==> src/rtl/uart_mem_bridge.sv <==
// Bridges a simple valid/ready CPU memory port onto a byte-stream UART link.
// Each request sends header, address and optional data bytes, then waits for read data or an ack.
module uart_mem_bridge #(
  parameter int unsigned TimeoutCycles = 1000000,
  parameter logic [7:0]  AckByte       = 8'hA5
) (
  input  logic        clk_i,
  input  logic        reset_i,
  input  logic        mem_valid_i,
  input  logic [31:0] mem_addr_i,
  input  logic [31:0] mem_wdata_i,
  input  logic [3:0]  mem_wstrb_i,
  output logic        mem_ready_o,
  output logic [31:0] mem_rdata_o,
  output logic        err_o,
  output logic [7:0]  tx_tdata_o,
  output logic        tx_tvalid_o,
  input  logic        tx_tready_i,
  input  logic [7:0]  rx_tdata_i,
  input  logic        rx_tvalid_i,
  output logic        rx_tready_o
);

  localparam logic [23:0] TmoLast = 24'(TimeoutCycles - 1);

  typedef enum logic [2:0] {
    StIdle, StTxHdr, StTxAddr, StTxData, StRxData, StRxAck, StDone
  } state_e;

  state_e      state_q, state_d;
  logic [1:0]  cnt_q, cnt_d;
  logic [31:0] addr_q, addr_d;
  logic [31:0] wdata_q, wdata_d;
  logic [3:0]  wstrb_q, wstrb_d;
  logic [23:0] rbuf_q, rbuf_d;
  logic [31:0] rdata_q, rdata_d;
  logic [23:0] tmo_q, tmo_d;
  logic        err_q, err_d;
  logic        wr;
  logic        tx_valid, rx_ready;
  logic [7:0]  tx_data;

  assign wr = |wstrb_q;

  always_comb begin
    state_d  = state_q;
    cnt_d    = cnt_q;
    addr_d   = addr_q;
    wdata_d  = wdata_q;
    wstrb_d  = wstrb_q;
    rbuf_d   = rbuf_q;
    rdata_d  = rdata_q;
    err_d    = err_q;
    tmo_d    = '0;
    tx_valid = 1'b0;
    tx_data  = 8'h00;
    rx_ready = 1'b0;
    unique case (state_q)
      StIdle: begin
        if (mem_valid_i) begin
          addr_d  = mem_addr_i;
          wdata_d = mem_wdata_i;
          wstrb_d = mem_wstrb_i;
          err_d   = 1'b0;
          cnt_d   = 2'd0;
          state_d = StTxHdr;
        end
      end
      StTxHdr: begin
        tx_valid = 1'b1;
        tx_data  = {wr, 3'b000, wstrb_q};
        if (tx_tready_i) state_d = StTxAddr;
      end
      StTxAddr: begin
        tx_valid = 1'b1;
        tx_data  = addr_q[{cnt_q, 3'b000} +: 8];
        if (tx_tready_i) begin
          cnt_d = cnt_q + 2'd1;
          if (cnt_q == 2'd3) state_d = wr ? StTxData : StRxData;
        end
      end
      StTxData: begin
        tx_valid = 1'b1;
        tx_data  = wdata_q[{cnt_q, 3'b000} +: 8];
        if (tx_tready_i) begin
          cnt_d = cnt_q + 2'd1;
          if (cnt_q == 2'd3) state_d = StRxAck;
        end
      end
      StRxData: begin
        rx_ready = 1'b1;
        if (rx_tvalid_i) begin
          cnt_d = cnt_q + 2'd1;
          if (cnt_q == 2'd3) begin
            rdata_d = {rx_tdata_i, rbuf_q};
            state_d = StDone;
          end else begin
            rbuf_d[{cnt_q, 3'b000} +: 8] = rx_tdata_i;
          end
        end else if (tmo_q == TmoLast) begin
          rdata_d = 32'h0;
          err_d   = 1'b1;
          state_d = StDone;
        end else begin
          tmo_d = tmo_q + 24'd1;
        end
      end
      StRxAck: begin
        rx_ready = 1'b1;
        if (rx_tvalid_i) begin
          err_d   = (rx_tdata_i != AckByte);
          state_d = StDone;
        end else if (tmo_q == TmoLast) begin
          err_d   = 1'b1;
          state_d = StDone;
        end else begin
          tmo_d = tmo_q + 24'd1;
        end
      end
      StDone: state_d = StIdle;
      default: state_d = StIdle;
    endcase
  end

  always_ff @(posedge clk_i) begin
    if (reset_i) begin
      state_q <= StIdle;
      cnt_q   <= '0;
      addr_q  <= '0;
      wdata_q <= '0;
      wstrb_q <= '0;
      rbuf_q  <= '0;
      rdata_q <= '0;
      tmo_q   <= '0;
      err_q   <= 1'b0;
    end else begin
      state_q <= state_d;
      cnt_q   <= cnt_d;
      addr_q  <= addr_d;
      wdata_q <= wdata_d;
      wstrb_q <= wstrb_d;
      rbuf_q  <= rbuf_d;
      rdata_q <= rdata_d;
      tmo_q   <= tmo_d;
      err_q   <= err_d;
    end
  end

  // Outputs are forced quiet while reset is held, even before the first reset edge.
  assign tx_tvalid_o = tx_valid & ~reset_i;
  assign tx_tdata_o  = reset_i ? 8'h00 : tx_data;
  assign rx_tready_o = rx_ready & ~reset_i;
  assign mem_ready_o = (state_q == StDone) & ~reset_i;
  assign err_o       = mem_ready_o & err_q;
  // Writes complete with zero read data; the last read value is otherwise held.
  assign mem_rdata_o = (reset_i || (state_q == StDone && wr)) ? 32'h0 : rdata_q;

endmodule

==> config.mk <==
export PLATFORM = sky130hd
export DESIGN_NAME = uart_mem_bridge
export DESIGN_NICKNAME = d
export VERILOG_FILES = /design/src/rtl/uart_mem_bridge.sv
export SDC_FILE = /design/constraint.sdc
export NUM_CORES = 1
export LEC_CHECK = 0
export CORE_ASPECT_RATIO = 0.6
export CORE_MARGIN = 5
export CORE_UTILIZATION = 40
export CTS_CLUSTER_DIAMETER = 80
export CTS_CLUSTER_SIZE = 40
export DETAILED_ROUTE_END_ITERATION = 8
export HOLD_SLACK_MARGIN = 0.1
export PLACE_DENSITY = 0.69
export SLEW_MARGIN = 10
export SYNTH_ARGS = -nofsm -noshare
export SYNTH_HDL_FRONTEND = slang
export SYNTH_SLANG_ARGS = --single-unit
==> constraint.sdc <==
create_clock -name clk_i -period 5.37 [get_ports clk_i]
set_clock_uncertainty 0.15 [all_clocks]
set_input_delay 1.074 -clock clk_i [delete_from_list [all_inputs] [get_ports clk_i]]
set_output_delay 1.074 -clock clk_i [all_outputs]
set_load 0.03 [all_outputs]
Word level (Yosys, flattened, before mapping)
Index checks and enable logic that the tools add are counted.
{"block": "op_classes", "mux": 30, "n_addsub": 3, "n_lt_le_gt_ge": 0, "bitwise": 7, "shifts": 4, "n_eq_ne": 20, "reduce_logical": 17, "multipliers": 0, "div": 0}
{"cell": "2-to-1 mux 32 bit", "count": 4}
{"cell": "indexed part select 32 x 6 -> 8 bit", "count": 2}
{"cell": "2-to-1 mux 3 bit", "count": 11}
{"cell": "adder 24 x 1 -> 24 bit, second input constant", "count": 1}
{"cell": "bitwise mux 24 bit", "count": 1}
{"cell": "equality test 24 x 20 -> 1 bit, second input constant", "count": 1}
{"cell": "case mux 8 bit (3 select lines)", "count": 1}
{"cell": "variable shift 8 x 7 -> 24 bit, first input constant", "count": 1}
{"cell": "indexed part select 8 x 7 -> 24 bit", "count": 1}
{"cell": "case mux 3 bit (6 select lines)", "count": 1}
{"cell": "!= test 2 bit, second input constant", "count": 8}
{"cell": "equality test 3 bit, second input constant", "count": 3}
{"cell": "AND reduction 3 bit", "count": 3}
{"cell": "2-to-1 mux 8 bit", "count": 1}
{"cell": "!= test 8 bit, second input constant", "count": 1}
{"cell": "OR reduction 4 bit", "count": 2}
{"cell": "negator 5 -> 7 bit", "count": 1}
{"cell": "AND reduction 7 bit", "count": 1}
{"cell": "equality test 3 x 2 -> 1 bit, second input constant", "count": 2}
{"cell": "2-to-1 mux 1 bit", "count": 6}
{"cell": "2-to-1 mux 2 bit", "count": 3}
{"cell": "case mux 2 bit (3 select lines)", "count": 1}
{"cell": "nonzero test 3 bit", "count": 2}
{"cell": "AND 1 bit", "count": 4}
{"cell": "15 further kinds", "count": 19}
{"block": "totals", "mem_bits_rw": 0, "out_inout_bits": 44, "regBits": 154, "mem_bits_ro": 0, "n_memories": 0, "latchBits": 0}

Longest topological paths before layout
{"block": "logic_depth", "ltp_word": 5, "depth_mapped": 8}

Worst setup path after synthesis
OpenSTA, ideal clock, no wires.
{"block": "synth_path", "path_type": "input to output", "startpoint": "input port reset_i", "endpoint": "output port err_o", "path_slack_ns": 1.352, "arrival_ns": 2.794, "required_time_ns": 4.146, "path_stages": 3, "path_buffers": 1, "cell_sequence": "clkbuf_1 nor4b_1 and2_1"}
{"block": "synth_via", "elab_chain_len": 3}
{"element": "from (decl)", "line_no": "8", "source": "input logic reset_i,"}
{"element": "inverter 1 bit", "line_no": "153", "source": "assign mem_ready_o = (state_q == StDone) & ~reset_i;"}
{"element": "AND 1 bit", "line_no": "153"}
{"element": "net mem_ready_o", "line_no": "13", "source": "output logic mem_ready_o,"}
{"element": "AND 1 bit", "line_no": "154", "source": "assign err_o = mem_ready_o & err_q;"}
{"element": "to (decl)", "line_no": "15", "source": "output logic err_o,"}
The timed path passes the listed nets, and every way through them passes these cells.

Worst setup path after layout
{"block": "layout_path", "startpoint": "register state_q[1]", "endpoint": "output port tx_tdata_o[5]"}
{"block": "layout_via", "elab_chain_len": 3, "word_cells_on_any_way": 5, "classes_between": "eq/ne (3); mux (2)"}
{"element": "from (decl)", "line_no": "30", "source": "state_e state_q, state_d;"}
{"element": "from (signal assigned)", "line_no": "127", "source": "state_q <= StIdle;"}
{"element": "from (signal assigned)", "line_no": "137", "source": "state_q <= state_d;"}
{"element": "equality test 3 x 2 -> 1 bit or equality test 3 x 1 -> 1 bit (tied branches)", "line_no": "58", "source": "unique case (state_q)"}
{"element": "case mux 8 bit (3 select lines) *", "line_no": "58"}
{"element": "2-to-1 mux 8 bit *", "line_no": "151", "source": "assign tx_tdata_o = reset_i ? 8'h00 : tx_data;"}
{"element": "to (decl)", "line_no": "16", "source": "output logic [7:0] tx_tdata_o,"}
Every way passes the cells marked *; elsewhere a longest branch is shown, timed or not.

==> out/qor.csv <==
stage,metric,value,unit
layout,fillers,1546,
floorplanning,die width,178,um
yosys,prevailing post-synth register cell,dfxtp_1,
worst_hold_path,hold-critical path depth,2,
clock_network,post-CTS setup buffers,0,
placement,Placed Area,8110,um^2
layout,nets@finish,946,
floorplanning,Die ar.,19700,um^2
sta,Fmax,0.228,GHz
clock_network,cts repair resizes,0,
sta,Hold Fails Final Rpt,0,
sta,RSZ-0062 raised after global routing,false,
setup_path,Setup CP Type,flip-flop to primary output,
sta,Final min period,4.38,ns
setup_path,CP Capture Type,primary output,
sta,final setup violating endpoints,0,
floorplanning,FP Rows,36,
power,peak supply drop,0.232,mV
detailed_routing,TritonRoute pass-1 iters,5,
detailed_routing,vias per inst,5.07,
yosys,Post-synth EDFFs,0,
yosys,Synth top area share,0.457,
yosys,top area cells in the synthesized netlist,"dfxtp_1 46%, nand2_1 10%, a21oi_1 7.3%",
yosys,Ys Warns,0,
detailed_routing,Post-DRT Antenna Nets,0,
global_route,GRT overflow,0,
yosys,syn_nets,844,
sta,final worst-path cycle share,0.816,
clock_network,CTS buffer count,17,
setup_path,critical path data arrival time,3.16,ns
detailed_routing,DR vias,5579,
worst_hold_path,Hold Path Class,flip-flop to flip-flop,
global_route,vias in the first global route,5294,
detailed_routing,post-route DRC violation count,0,
placement,post-detail-place hpwl,12800,um
yosys,asr flop ratio synth,0,
global_route,gr usage total,0.181,
job,maxcap violations,0,
setup_path,end of the worst register-to-register path,rbuf_q[9],
layout,Ant. Diodes,0,
power,PD cells,362,nW/um^2
setup_path,startpoint types,flip-flop,
status,status,finished clean,
clock_network,Clock transition at path regs,0.08,ns
sta,Slew @ Worst Pin,1.24,ns
worst_hold_path,hold_sp,addr_q[1],
global_route,first-pass GRT wire length,28600,um
clock_network,clock sink count,154,
clock_network,clk_lat worst skew,0.42,ns
floorplanning,Die H,111,um
clock_network,Root Driver,clkbuf_16,
layout,layout cell share with drive strength beyond 1,0.108,
yosys,synthesized area per cell,8.91,um^2
power,Pleak,0.00309,uW
global_route,initial antenna violation count,0,
yosys,Synth area leader,dfxtp_1,
setup_path,FF-to-FF Start,cnt_q[1],
setup_path,CP Max Fanout,16,
detailed_routing,final WL,17800,um
yosys,Post-Syn Area,6750,um^2
layout,P&R area growth vs syn,29.0,%
floorplanning,Core ar.,16400,um^2
placement,routability cong.,0.826,
clock_network,clk buf depth,2,
setup_path,worst reg-to-reg path cell count,6,
clock_network,clock tree from TritonCTS,yes,
floorplanning,starting density of the core,0.412,
layout,post-route cell area,8700,um^2
yosys,register area share after synthesis,0.457,
clock_network,hold_buf cts,0,
yosys,"flops & latches, synth",154,
sta,"Slew Viols, Final",0,
global_route,largest net degree at the start of global routing,69,
detailed_routing,Initial DRC Count,515,
sta,Fin Setup TNS,0,ns
sta,slew margin rel.,0.174,
setup_path,WP data required,4.15,ns
setup_path,Reg2Reg Setup Slack,2.44,ns
yosys,gate count after technology mapping,757,
placement,PortBufs,124,
sta,WHS,0.304,ns
clock_network,H-Tree Depth,4,
worst_hold_path,hold worst-path end,addr_q[1],
yosys,Synth cell types,55,
floorplanning,# IOs,125,
detailed_routing,WL/cell,16.2,um
-- cell type report --
cell class	count	area [um^2]	area share
multi-input combinational	543	3390	0.389
sequential	154	3080	0.354
timing repair buffer	135	1320	0.152
clock buffer	17	425	0.0489
tap	228	285	0.0328
clock inverter	15	170	0.0196
inverter	8	30.0	0.00345
-- worst max path at each step --
stage               startpoint               to  slack (ns)  cells past startpoint
finish              state_q[1]    tx_tdata_o[5]        0.99                      6
global route        state_q[1]    tx_tdata_o[7]        0.81                      6
CTS                 state_q[1]    tx_tdata_o[7]        0.97                      6
detailed placement     reset_i  mem_rdata_o[26]        1.05                      6
global placement       reset_i  mem_rdata_o[26]        1.07                      6
floorplan              reset_i            err_o        1.35                      3
-- worst max-delay path: stages (launching register included) --
cell,delay (ns)
dfxtp_1,0.59
nor2b_2,0.31
nand2_2,0.34
mux4_2,0.49
mux2i_1,0.07
nor2_1,0.22
clkdlybuf4s50_1,0.72
-- cell families (layout without fill, tap and decap cells) --
group                    Yosys count  count (layout)  synth area share
AND/OR/NAND/NOR                  343             343             0.256
buffers and inverters             60             175            0.0438
multiplexers                      22              22            0.0623
XOR/XNOR                          22              22            0.0286
adder cells (fa/ha/maj)            6               6            0.0111
flip-flops                       154             154             0.457
AO/OA/AOI/OAI                    150             150             0.142
-- cells in the final DEF, fill, tap and decap left out, drive strengths merged, types with 2 or more instances in the layout --
cell,n
ha,6
dfxtp,154
clkinv,7
and2,36
nor4,5
nor3b,4
buf,12
clkdlybuf4s50,123
a22oi,6
nand3,35
nor3,5
nand2,185
nand2b,3
nor2,42
xor2,17
xnor2,5
a31oi,2
and4,2
o21ai,2
nor4b,5
and3,6
a22o,32
inv,15
mux4,16
a21oi,98
nor2b,3
nand4,9
mux2i,6
clkbuf,17
a311oi,2
-- state kept, by name (all words and copies together) (netlist names) --
name,cells
state_q,3
wstrb_q,4
wdata_q,32
tmo_q,24
cnt_q,2
rbuf_q,24
err_q,1
addr_q,32
rdata_q,32
-- through the flow --
step	setup WS [ns]	power, uW	cells	util
after floorplan	1.35	1770	757	-
after global placement	1.07	1980	1068	0.494
after detailed placement	1.05	1980	1068	0.494
after CTS	0.968	3160	1100	0.531
after global routing	0.807	3290	1100	0.531
final	0.986	3150	1100	0.531
-- report_power, final --
part           internal (uW)  total, uW  switching (uW)
clock                    626       1180             558
combinational            250        622             373
sequential              1250       1340            92.9
total                   2120       3150            1020
-- per-layer routing --
metal / global-route usage / vias up / routed length, um / part of all wire
met1: 0.291 / 2591 / 9550 / 0.54
met5: 0 / - / 0 / 0
li1: - / 2814 / - / -
met3: 0.0553 / 10 / 1270 / 0.071
met2: 0.232 / 164 / 6920 / 0.39
met4: 0.0396 / 0 / 96 / 0.0054
-- synth_stat cells, types with 2 or more instances --
library cell,number
nand2_2,2
nor4_2,4
a311oi_1,2
nor2_4,8
nor2_1,23
buf_6,4
nor4b_1,2
ha_1,6
nand3_1,34
xnor2_1,5
nor3b_1,4
clkbuf_1,26
and2_1,36
buf_2,19
dfxtp_1,154
inv_1,7
and4_1,2
xor2_1,17
a21oi_1,98
nor4b_2,2
mux2i_1,6
nor2_2,11
nor2b_1,2
nor3_1,3
a22o_1,32
nand4_1,9
mux4_2,16
and3_1,6
nand2_1,183
o21ai_1,2
a22oi_1,6
nand2b_1,3
Note: power is estimated with default switching activity, not from simulation.
